File: src/rtl/alu_program_sequencer.sv
// alu_program_sequencer
//   Initiator side of the accumulator-ALU opcode/operand interface. Holds a
//   small program of {opcode, operand} words and issues them to the ALU one at
//   a time. After each word, once the ALU latency has elapsed, it captures the
//   ALU result and carry.
//
// Ports
//   clk, rst_n               clock (rising edge), async active-low reset
//   prog_we/addr/wdata       program memory write port (IDLE only)
//   start, abort             run control
//   alu_opcode, alu_operand  word presented to the ALU (zero outside ISSUE)
//   alu_result, alu_carry    ALU accumulator and carry flag
//   busy, done, pc           run status
//   last_result, last_carry  most recently captured ALU outputs
//
// State table
//   state | meaning
//   IDLE  | not running; program memory writable
//   ISSUE | present mem[pc] to the ALU for one cycle (HALT presents NOP)
//   WAIT  | count down ALU latency, capture result on the final cycle
//   DONE  | one-cycle completion pulse

module alu_program_sequencer #(
  parameter int DEPTH   = 8,
  parameter int OP_W    = 3,
  parameter int DATA_W  = 7,
  parameter int ALU_LAT = 1,
  localparam int ADDR_W = $clog2(DEPTH)
) (
  input  logic                   clk,
  input  logic                   rst_n,
  input  logic                   prog_we,
  input  logic [ADDR_W-1:0]      prog_addr,
  input  logic [OP_W+DATA_W-1:0] prog_wdata,
  input  logic                   start,
  input  logic                   abort,
  output logic [OP_W-1:0]        alu_opcode,
  output logic [DATA_W-1:0]      alu_operand,
  input  logic [DATA_W-1:0]      alu_result,
  input  logic                   alu_carry,
  output logic                   busy,
  output logic                   done,
  output logic [ADDR_W-1:0]      pc,
  output logic [DATA_W-1:0]      last_result,
  output logic                   last_carry
);

  localparam logic [1:0] S_IDLE  = 2'd0;
  localparam logic [1:0] S_ISSUE = 2'd1;
  localparam logic [1:0] S_WAIT  = 2'd2;
  localparam logic [1:0] S_DONE  = 2'd3;

  localparam int CNT_W = (ALU_LAT < 2) ? 1 : $clog2(ALU_LAT + 1);

  localparam logic [OP_W-1:0]   OP_HALT = '1;
  localparam logic [ADDR_W-1:0] PC_LAST = ADDR_W'(DEPTH - 1);

  logic [1:0]               state;
  logic [CNT_W-1:0]         wait_cnt;
  logic [OP_W+DATA_W-1:0]   mem [DEPTH];
  logic [OP_W-1:0]          cur_op;
  logic [DATA_W-1:0]        cur_operand;
  logic                     cur_halt;

  assign {cur_op, cur_operand} = mem[pc];
  assign cur_halt = (cur_op == OP_HALT);

  // Program memory: writes are only accepted while idle so a running program
  // can never be modified under the sequencer.
  always_ff @(posedge clk or negedge rst_n) begin
    if (!rst_n) begin
      for (int i = 0; i < DEPTH; i++) begin
        mem[i] <= '0;
      end
    end else if (state == S_IDLE && prog_we) begin
      mem[prog_addr] <= prog_wdata;
    end
  end

  // Sequencer FSM. Abort takes priority in every state, including IDLE where
  // it suppresses a simultaneous start.
  always_ff @(posedge clk or negedge rst_n) begin
    if (!rst_n) begin
      state       <= S_IDLE;
      pc          <= '0;
      wait_cnt    <= '0;
      last_result <= '0;
      last_carry  <= 1'b0;
    end else if (abort) begin
      state <= S_IDLE;
    end else begin
      case (state)
        S_IDLE: begin
          if (start) begin
            pc    <= '0;
            state <= S_ISSUE;
          end
        end
        S_ISSUE: begin
          if (cur_halt) begin
            state <= S_DONE;
          end else begin
            wait_cnt <= CNT_W'(ALU_LAT);
            state    <= S_WAIT;
          end
        end
        S_WAIT: begin
          if (wait_cnt == CNT_W'(1)) begin
            last_result <= alu_result;
            last_carry  <= alu_carry;
            // pc saturates at the last word: a program without HALT ends there.
            if (pc == PC_LAST) begin
              state <= S_DONE;
            end else begin
              pc    <= pc + ADDR_W'(1);
              state <= S_ISSUE;
            end
          end else begin
            wait_cnt <= wait_cnt - CNT_W'(1);
          end
        end
        S_DONE: begin
          state <= S_IDLE;
        end
        default: begin
          state <= S_IDLE;
        end
      endcase
    end
  end

  // ALU drive is decoded from registered state so it returns to NOP the
  // moment reset asserts, without waiting for a clock edge.
  always_comb begin
    alu_opcode  = '0;
    alu_operand = '0;
    if (state == S_ISSUE && !cur_halt) begin
      alu_opcode  = cur_op;
      alu_operand = cur_operand;
    end
  end

  assign busy = (state != S_IDLE);
  assign done = (state == S_DONE);

endmodule

File: config.mk
export PLATFORM = sky130hd
export DESIGN_NAME = alu_program_sequencer
export DESIGN_NICKNAME = d
export VERILOG_FILES = /design/src/rtl/alu_program_sequencer.sv
export SDC_FILE = /design/constraint.sdc
export NUM_CORES = 1
export LEC_CHECK = 0
export ABC_AREA = 1
export CAP_MARGIN = 20
export CORE_ASPECT_RATIO = 0.9
export CORE_MARGIN = 3
export CORE_UTILIZATION = 60
export DETAILED_ROUTE_END_ITERATION = 8
export DONT_BUFFER_PORTS = 1
export PLACE_DENSITY_LB_ADDON = 0.05
export SYNTH_ARGS = -nofsm -noshare
export SYNTH_HDL_FRONTEND = slang
export SYNTH_SLANG_ARGS = --single-unit
File: constraint.sdc
create_clock -name clk -period 3.85 [get_ports clk]
set_clock_uncertainty 0.2 [all_clocks]
set_input_delay 0.77 -clock clk [delete_from_list [all_inputs] [get_ports clk]]
set_output_delay 0.77 -clock clk [all_outputs]
set_load 0.1 [all_outputs]
==> results of run 1 <==
layout by cell type, fill, tap and decap left out, types with 3 or more instances in the layout:
master	Yosys	routed
sky130_fd_sc_hd__o21ai_0	11	11
sky130_fd_sc_hd__nand3_1	21	21
sky130_fd_sc_hd__a21oi_1	29	29
sky130_fd_sc_hd__clkbuf_8	0	9
sky130_fd_sc_hd__nor2_1	38	31
sky130_fd_sc_hd__inv_2	3	3
sky130_fd_sc_hd__nor2_2	2	9
sky130_fd_sc_hd__o21ai_1	83	83
sky130_fd_sc_hd__mux2_1	5	5
sky130_fd_sc_hd__buf_4	6	7
sky130_fd_sc_hd__buf_12	0	10
sky130_fd_sc_hd__a22oi_1	6	6
sky130_fd_sc_hd__mux2_2	3	3
sky130_fd_sc_hd__dfrtp_1	94	92
sky130_fd_sc_hd__nand4_1	7	7
sky130_fd_sc_hd__inv_1	40	40
sky130_fd_sc_hd__nand2_1	136	136
routing by layer:
layer / global-route usage [%] / wire, um / vias up / part of all wire (%)
li1: - / - / 1709 / -
met1: 36.4 / 4560 / 1745 / 45
met2: 41.3 / 4830 / 115 / 47
met3: 6.57 / 691 / 11 / 6.8
met5: 0 / 0 / - / 0
met4: 6.46 / 117 / 0 / 1.1
sequential cells by signal, indices dropped and copies added (netlist names):
signal	flops
last_carry	1
last_result	7
wait_cnt	1
state	2
mem	80
pc	3
where the power goes:
group          switching (mW)  internal, mW
Combinational           0.470         0.269
Clock                   0.343         0.303
Sequential              0.395          1.24
cells by family (layout without fill, tap and decap cells):
logic type / count (synthesis) / after routing / share of synthesized area, %
adders and majority gates: 2 / 2 / 0.571
DFF: 94 / 94 / 53.7
buffers and inverters: 74 / 79 / 7.25
and+or+nand+nor: 212 / 212 / 20.5
AOI/OAI and AO/OA: 134 / 134 / 15.9
muxes: 8 / 8 / 2.05
path summary, 6_finish.rpt:
check	slack, ns	end
max	0.51	alu_operand[4]
min	0.12	mem[31]
max reg2reg	1.31	mem[1]
min reg2reg	0.29	mem[34]
max in group asynchronous	2.99	mem[50]
min in group clk	0.29	mem[34]
synthesized netlist by cell type, drive strengths merged (2+ instances only):
master    n  share of area [%]
dfrtp    94                 54
nand3    22                2.6
nand4     7                1.0
clkbuf   13                1.1
nand2   138                 12
ha        2               0.57
a21oi    30                3.5
inv      43                3.7
o21ai    94                 11
nor2     41                3.8
mux2      8                2.1
nor3      2               0.46
a22oi     6                1.0
buf      17                2.4
o211ai    2               0.34
final cells by class:
type | count | area share [%]
clock buffers | 11 | 2.71
clock inverters | 5 | 1.24
repair buffers | 19 | 6.01
inverters | 44 | 3.41
flip-flops and latches | 94 | 48.6
well taps | 90 | 2.32
multi-input cells | 356 | 35.7
repair_timing:
item | in CTS | in global routing
hold buffers | 1 | 0
resized for setup | 0 | 0
endpoints found under the hold margin | 94 | 0
==> out/results.md, run 1 <==
| Parameter | This run | Unit |
|:---|:---|:---|
| Worst endpoint data arrival time | 2.37 | ns |
| Worst IR Drop VDD | 635 | uV |
| Standard cell area after detailed placement | 0.00462 | mm^2 |
| Setup WS post-layout | 0.506 | ns |
| Hold_ws | 0.120 | ns |
| Height of the chip | 87.1 | um |
| Final clock period utilization by the worst path | 86.9 | % |
| FF/Latch Area | 0.00235 | mm^2 |
| Setup bufs post-CTS | 0 | - |
| Worst path buffer plus inverter count | 2 | - |
| Setup repair after global routing missed its margin | false | - |
| Post-layout instance area | 0.00485 | mm^2 |
| Chip Width | 96.1 | um |
| Count of input and output buffers | 0 | - |
| Count of pins over their slew limit | 0 | - |
| I/O pin count | 49 | - |
| Peak clock frequency supported by timing | 0.299 | GHz |
| Placed Cells | 601 | - |
| Status | finished clean | - |
| Count of antenna diodes in the layout | 0 | - |
| Total power | 3.02 | mW |
| Time the final worst path needs with I/O delays and setup | 3.34 | ns |
| Start of the worst register-to-register path | state[0] | - |
| Post-Syn Area | 0.00438 | mm^2 |
| Global placer's final weighted congestion | 0.807 | - |
| Final design utilization | 71.0 | % |
| Number of storage elements in the synthesis netlist | 94 | - |
| Dominant delay contributor by cell family on the critical path | buffers and inverters | - |
| Count of yosys warnings during synthesis | 0 | - |
| Fin Setup TNS | 0 | ns |
| Max stage delay on crit path | 0.47 | ns |
| Inserted Clock Buffers | 9 | - |
| Cell count of the worst reg-to-reg path | 5 | - |
| Post-synth EDFFs | 0 | - |
| DRC Markers | 0 | - |
| Count of unique library cells instantiated by Yosys | 32 | - |
| Clock latency on the worst-skew pair | 0.36 | ns |
| Effective utilization at floorplan | 64.2 | % |
| Final net count | 552 | - |
| Drt first pass iters | 6 | - |
| Total area of multi-input combinational cells | 0.00173 | mm^2 |
| Global-route wire length before repair | 16400 | um |
| Number of global-route vias before repair | 3326 | - |
| Async set-reset flop share out of synthesis | 100 | % |
| Via count | 3580 | - |
| Critical path's most frequent cell | sky130_fd_sc_hd__nand2_1 | - |
| Commonest register cell after synthesis | sky130_fd_sc_hd__dfrtp_1 | - |
| Worst-margin pin slew | 0.962 | ns |
| Final Hold Viols | 0 | - |
| Kind of launch point of the worst setup path | flip-flop | - |
| Starting DRT DRC Count | 230 | - |
| Fin cells | 619 | - |
| Fillcell total | 531 | - |
| Core Rows | 28 | - |
| Post-synthesis instance total | 524 | - |
| Required time worst endpoint | 2.88 | ns |
| WP depth | 10 | - |
| Maximum number of pins on one net before global-route repair | 95 | - |
| Mean routed wirelength per cell | 16.5 | um |
| Standby leakage power | 2.27 | nW |
| Total Wirelength | 10200 | um |
| Per-instance average area after synthesis | 8.37 | um^2 |
| Count of H-tree levels built during CTS | 3 | - |
| Worst hold path type | in2async | - |
| Clock tree root buffer cell | sky130_fd_sc_hd__clkbuf_8 | - |
| Clock transition time at the flip-flop clock pins of the worst setup and hold paths | 0.09 | ns |
| Number of buffers on the longest clock path | 2 | - |
| Fraction of final layout cells with drive strength greater than 1 | 11.2 | % |
| Seq/Total Area, Yosys | 53.7 | % |
| Worst slack after detailed placement | 0.926 | ns |
| Total core area | 0.00683 | mm^2 |
| Signed area change from the synthesized netlist to the final layout | 10.6 | % |
| Max-cap violations | 0 | - |
| Antenna violations before repair | 0 | - |
| Post-detailed-route via-to-cell ratio | 5.78 | - |
| Total GRT Usage | 26.1 | % |
| TritonCTS clock tree | yes | - |
| PwrDens | 624 | mW/mm^2 |
| CP startpoint | pc[0] | - |
| # setup viols final | 0 | - |
| CTS sink count | 94 | - |
| Overflow left after global routing | 0 | - |
| Antenna Violating Nets Remaining | 0 | - |
| Max-slew headroom at the worst pin | 35.7 | % |
| Synth Net Count | 552 | - |
| Worst-path cell chain | buf_4 > nand2_1 > o211ai_1 > nand2_1 > nand2_1 > nand2_1 > nand2_2 > nand2_4 > a21oi_2 > buf_12 | - |
| Placed wire-length estimate | 6820 | um |
| Master of the slowest instance on the critical path | sky130_fd_sc_hd__buf_4 | - |
| Critical path class | reg2out | - |
| Critical path capture point type | primary output | - |
| Area enclosed by the die boundary | 0.00837 | mm^2 |
| Crit-path max FO | 52 | - |
No activity file was read; power rests on OpenSTA's default activity.
==> inputs of run 2 (changes only) <==
--- a/config.mk
+++ b/config.mk
@@ -7,9 +7,10 @@
 export LEC_CHECK = 0
 export ABC_AREA = 1
 export CAP_MARGIN = 20
+export CELL_PAD_IN_SITES_DETAIL_PLACEMENT = 1
+export CELL_PAD_IN_SITES_GLOBAL_PLACEMENT = 1
 export CORE_ASPECT_RATIO = 0.9
-export CORE_MARGIN = 3
-export CORE_UTILIZATION = 60
+export CORE_UTILIZATION = 51
 export DETAILED_ROUTE_END_ITERATION = 8
 export DONT_BUFFER_PORTS = 1
 export PLACE_DENSITY_LB_ADDON = 0.05
==> out/results.md, run 2 (synthesis results as in run 1) <==
| Parameter | This run | Unit |
|:---|:---|:---|
| Count of H-tree levels built during CTS | 3 | - |
| Height of the chip | 90.0 | um |
| Total core area | 0.00818 | mm^2 |
| Setup bufs post-CTS | 0 | - |
| Final clock period utilization by the worst path | 91.3 | % |
| Count of pins over their slew limit | 0 | - |
| Design internal power | 1.89 | mW |
| I/O pin count | 49 | - |
| Antenna violations before repair | 0 | - |
| Most common cell after layout, fill and taps aside | sky130_fd_sc_hd__nand2_1 | - |
| TritonCTS clock tree | yes | - |
| Starting DRT DRC Count | 131 | - |
| Net switching power of the design | 1.21 | mW |
| Via count | 3619 | - |
| Core Rows | 31 | - |
| Clock tree root buffer cell | sky130_fd_sc_hd__clkbuf_8 | - |
| Largest register FFs | 80 | - |
| Number of buffers on the longest clock path | 2 | - |
| Status | finished clean | - |
| Number of global-route vias before repair | 3852 | - |
| Fin cells | 647 | - |
| Clock power frac | 22.8 | % |
| CTS sink count | 94 | - |
| Crit-path max FO | 32 | - |
| Total GRT Usage | 28.6 | % |
| Max-cap violations | 0 | - |
| Placed wire-length estimate | 7820 | um |
| Peak clock frequency supported by timing | 0.285 | GHz |
| Worst-path cell chain | inv_2 > nand2_1 > nand3_1 > nand3_1 > nand2_1 > nor2_2 > nand2_2 > nand2_4 > a21oi_2 > buf_12 | - |
| Chip Width | 99.7 | um |
| DRC Markers | 0 | - |
| Area enclosed by the die boundary | 0.00897 | mm^2 |
| Standard cell area after detailed placement | 0.00469 | mm^2 |
| Worst slack after detailed placement | 0.745 | ns |
| Cts-stage hold buffer count | 1 | - |
| Reg-to-reg endpoint | pc[0] | - |
| Worst endpoint data arrival time | 2.54 | ns |
| Clock latency on the worst-skew pair | 0.36 | ns |
| Share of total power consumed by net switching | 39.1 | % |
| Clock transition time at the flip-flop clock pins of the worst setup and hold paths | 0.09 | ns |
| Inserted Clock Buffers | 9 | - |
| Max-slew headroom at the worst pin | 40.0 | % |
| Mean routed wirelength per cell | 18.3 | um |
| Reg2Reg Setup Slack | 1.49 | ns |
| Kind of launch point of the worst setup path | flip-flop | - |
| Global-route wire length before repair | 19600 | um |
| Cell count of the worst reg-to-reg path | 7 | - |
| # setup viols final | 0 | - |
| Total power | 3.10 | mW |
| Required time worst endpoint | 2.88 | ns |
| Count of input and output buffers | 0 | - |
| Standby leakage power | 2.30 | nW |
| Registers with the highest flip-flop counts | mem x80, last_result x7, pc x3 | - |
| Highest-count cells in the layout ignoring fill and taps | sky130_fd_sc_hd__nand2_1, sky130_fd_sc_hd__dfrtp_1, sky130_fd_sc_hd__o21ai_1, sky130_fd_sc_hd__inv_1, sky130_fd_sc_hd__nor2_1 | - |
| Placed Cells | 632 | - |
| Start of the worst register-to-register path | pc[2] | - |
| Time the final worst path needs with I/O delays and setup | 3.51 | ns |
| Fraction of final layout cells with drive strength greater than 1 | 12.0 | % |
| Antenna Violating Nets Remaining | 0 | - |
| Post-detailed-route via-to-cell ratio | 5.59 | - |
| Worst IR Drop VDD | 581 | uV |
| PwrDens | 629 | mW/mm^2 |
| Total Wirelength | 11800 | um |
| Master of the slowest instance on the critical path | sky130_fd_sc_hd__dfrtp_2 | - |
| Global placer's final weighted congestion | 0.809 | - |
| Setup repair after global routing missed its margin | false | - |
| Worst hold path type | in2async | - |
| Worst-margin pin slew | 0.900 | ns |
| Signed area change from the synthesized netlist to the final layout | 12.5 | % |
| Dominant delay contributor by cell family on the critical path | simple AND/OR/NAND/NOR gates | - |
| Critical path capture point type | primary output | - |
| Maximum number of pins on one net before global-route repair | 95 | - |
| Effective utilization at floorplan | 53.6 | % |
| Drt first pass iters | 5 | - |
| Fin Setup TNS | 0 | ns |
| Final design utilization | 60.3 | % |
| Post-layout instance area | 0.00493 | mm^2 |
| Final net count | 557 | - |
| Number of resized instances in the post-cts repair step | 0 | - |
| Max stage delay on crit path | 0.54 | ns |
| Logic pwr share | 24.1 | % |
| Overflow left after global routing | 0 | - |
| Critical path class | reg2out | - |
| Worst path buffer plus inverter count | 2 | - |
| Count of antenna diodes in the layout | 0 | - |
| Register share of total power | 53.1 | % |
| Setup WS post-layout | 0.335 | ns |
| Reg with most FFs | mem | - |
| Hold_ws | 0.100 | ns |
| Final Hold Viols | 0 | - |
==> run 2: power by group through the flow <==
stage | Sequential, mW | Clock, mW | Combinational (mW)
6_report | 1.65 | 0.707 | 0.747
5_1_grt | 1.68 | 0.756 | 0.834
4_1_cts | 1.65 | 0.721 | 0.755
3_5_place_dp | 1.67 | 0 | 0.725
3_3_place_gp | 1.65 | 0 | 0.685
2_1_floorplan | 1.63 | 0 | 0.542
==> run 2: worst max-delay path by stage <==
| stage | startpoint | endpoint | slack, ns | depth (start not counted) |
|---|---|---|---|---|
| 6_report | pc[0] | alu_operand[4] | 0.34 | 10 |
| 3_3_place_gp | pc[0] | alu_operand[4] | 0.81 | 10 |
| 2_1_floorplan | pc[0] | alu_opcode[1] | -0.21 | 9 |
| 5_1_grt | pc[2] | alu_operand[6] | 0.14 | 8 |
| 3_5_place_dp | pc[0] | alu_operand[4] | 0.75 | 10 |
| 4_1_cts | pc[0] | alu_operand[4] | 0.34 | 10 |
==> run 2: cell type report <==
cell class | count | area (um^2)
timing repair buffer | 24 | 325
tap | 115 | 144
sequential | 94 | 2350
inverter | 44 | 165
fill | 991 | 3250
clock inverter | 4 | 72.6
clock buffer | 10 | 138
multi-input combinational | 356 | 1730
==> run 2: per-layer routing <==
layer  vias up  wire length [um]  global-route usage, %
met3        18               548                   7.00
li1       1718                 -                      -
met2        73              6010                   49.3
met5         -                 0                      0
met1      1810              5060                   35.3
met4         0               197                   8.21
==> inputs of run 3 (changes only) <==
--- a/config.mk
+++ b/config.mk
@@ -13,7 +13,8 @@
 export CORE_UTILIZATION = 51
 export DETAILED_ROUTE_END_ITERATION = 8
 export DONT_BUFFER_PORTS = 1
-export PLACE_DENSITY_LB_ADDON = 0.05
+export PLACE_DENSITY = 0.84
+export SETUP_SLACK_MARGIN = 0.3
 export SYNTH_ARGS = -nofsm -noshare
 export SYNTH_HDL_FRONTEND = slang
 export SYNTH_SLANG_ARGS = --single-unit
==> out/results.md, run 3 (synthesis results as in run 1) <==
| Parameter | This run | Unit |
|:---|:---|:---|
| Status | finished clean | - |
| Maximum number of pins on one net before global-route repair | 95 | - |
| Post-detailed-route via-to-cell ratio | 5.78 | - |
| Count of input and output buffers | 0 | - |
| Worst-margin pin slew | 1.08 | ns |
| Total GRT Usage | 29.9 | % |
| Fillcell total | 970 | - |
| Via count | 3753 | - |
| Most common cell after layout, fill and taps aside | sky130_fd_sc_hd__nand2_1 | - |
| Worst hold path type | in2async | - |
| Standby leakage power | 2.30 | nW |
| Number of buffers on the longest clock path | 2 | - |
| Clock tree root buffer cell | sky130_fd_sc_hd__clkbuf_8 | - |
| Antenna violations before repair | 1 | - |
| Uppermost signal routing layer after detailed routing | met5 | - |
| Total core area | 0.00818 | mm^2 |
| Kind of launch point of the worst setup path | flip-flop | - |
| Worst slack after detailed placement | 0.805 | ns |
| CTS sink count | 94 | - |
| Area enclosed by the die boundary | 0.00897 | mm^2 |
| Number of global-route vias before repair | 3986 | - |
| TritonCTS clock tree | yes | - |
| Largest register FFs | 80 | - |
| Height of the chip | 90.0 | um |
| Final design utilization | 60.5 | % |
| PwrDens | 633 | mW/mm^2 |
| Met2 wirelength from detailed routing | 6330 | um |
| Clock latency on the worst-skew pair | 0.38 | ns |
| Signed area change from the synthesized netlist to the final layout | 13.0 | % |
| Global placer's final weighted congestion | 0.805 | - |
| Core Rows | 31 | - |
| Worst endpoint data arrival time | 2.41 | ns |
| Max-slew headroom at the worst pin | 27.7 | % |
| Registers with the highest flip-flop counts | mem x80, last_result x7, pc x3 | - |
| Antenna Violating Nets Remaining | 0 | - |
| Final net count | 557 | - |
| Placed wire-length estimate | 8220 | um |
| Count of pins over their slew limit | 0 | - |
| Count of antenna diodes in the layout | 0 | - |
| Total area of multi-input combinational cells | 0.00174 | mm^2 |
| Overflow left after global routing | 0 | - |
| Inserted Clock Buffers | 9 | - |
| Critical path capture point type | primary output | - |
| I/O pin count | 49 | - |
| Fin Setup TNS | 0 | ns |
| Clock transition time at the flip-flop clock pins of the worst setup and hold paths | 0.10 | ns |
| Drt first pass iters | 4 | - |
| Final clock period utilization by the worst path | 87.9 | % |
| Highest-count cells in the layout ignoring fill and taps | sky130_fd_sc_hd__nand2_1, sky130_fd_sc_hd__dfrtp_1, sky130_fd_sc_hd__o21ai_1, sky130_fd_sc_hd__inv_1, sky130_fd_sc_hd__nor2_1 | - |
| Placed Cells | 630 | - |
| Mean routed wirelength per cell | 19.2 | um |
| Total Wirelength | 12500 | um |
| Critical path class | reg2out | - |
| Effective utilization at floorplan | 53.6 | % |
| DRC Markers | 0 | - |
| Starting DRT DRC Count | 165 | - |
| Count of H-tree levels built during CTS | 3 | - |
| Global-route wire length before repair | 20500 | um |
| Final Hold Viols | 0 | - |
| Hold_ws | 0.0869 | ns |
| Setup repair after global routing missed its margin | false | - |
| Crit-path max FO | 18 | - |
| Chip Width | 99.7 | um |
| Post-Route M1 WL | 5230 | um |
| Detail Route met3 WL | 638 | um |
| Peak clock frequency supported by timing | 0.295 | GHz |
| Worst IR Drop VDD | 582 | uV |
| Reg with most FFs | mem | - |
| Setup WS post-layout | 0.466 | ns |
| Fin cells | 649 | - |
| Cell count of the worst reg-to-reg path | 6 | - |
| Fraction of final layout cells with drive strength greater than 1 | 12.5 | % |
| Required time worst endpoint | 2.88 | ns |
| Time the final worst path needs with I/O delays and setup | 3.38 | ns |
| FF/Latch Area | 0.00235 | mm^2 |
| Max-cap violations | 0 | - |
| # setup viols final | 0 | - |
## run 3: layer usage
layer  up-vias  track usage [%]
met5         -                0
li1       1720                -
met3        27             6.07
met2        98             50.4
met1      1906             37.6
met4         2             11.4
## run 3: critical path, stage by stage, from the launching register on
cell                      delay, ns
sky130_fd_sc_hd__dfrtp_2       0.58
sky130_fd_sc_hd__buf_6         0.37
sky130_fd_sc_hd__nor2_1        0.09
sky130_fd_sc_hd__nand2_1       0.07
sky130_fd_sc_hd__nand3_1       0.07
sky130_fd_sc_hd__nand2_1       0.15
sky130_fd_sc_hd__nor2_2        0.06
sky130_fd_sc_hd__nand2_2       0.11
sky130_fd_sc_hd__nand2_4       0.13
sky130_fd_sc_hd__nor2_2        0.19
sky130_fd_sc_hd__buf_12        0.20
## run 3: repair_timing
action / CTS / global route
gates resized for setup: 0 / 5
hold buffers: 1 / 0
hold endpoints to repair: 94 / 0
buffers inserted: 0 / 2
endpoints found under the setup margin: 0 / 8
## run 3: layout make-up
type / instances / share of cell area [%]
repair buffers: 24 / 6.72
multi-input cells: 356 / 35.1
clock inverters: 6 / 1.52
inverters: 44 / 3.46
flip-flops and latches: 94 / 47.5
clock buffers: 10 / 2.78
well taps: 115 / 2.90
## run 3: final timing paths
kind | start | to | slack (ns)
hold reg to reg | mem[18] | mem[18] | 0.30
hold / removal | rst_n | mem[1] | 0.09
max in group asynchronous | rst_n | pc[1] | 2.97
min in group clk | mem[18] | mem[18] | 0.30
setup reg to reg | state[0] | mem[4] | 1.09
setup / recovery | pc[1] | alu_operand[0] | 0.47
## run 3: power breakdown
part	switching [mW]	internal (mW)	total, mW
Clock	0.385	0.330	0.715
Combinational	0.490	0.273	0.764
Sequential	0.414	1.24	1.66
## run 3: stage by stage
step / power [mW] / area, um^2
CTS: 3.15 / 4930
global route: 3.30 / 4950
finish: 3.14 / 4950
global placement: 2.34 / 4690
floorplan: 2.18 / 4410
detailed placement: 2.41 / 4690
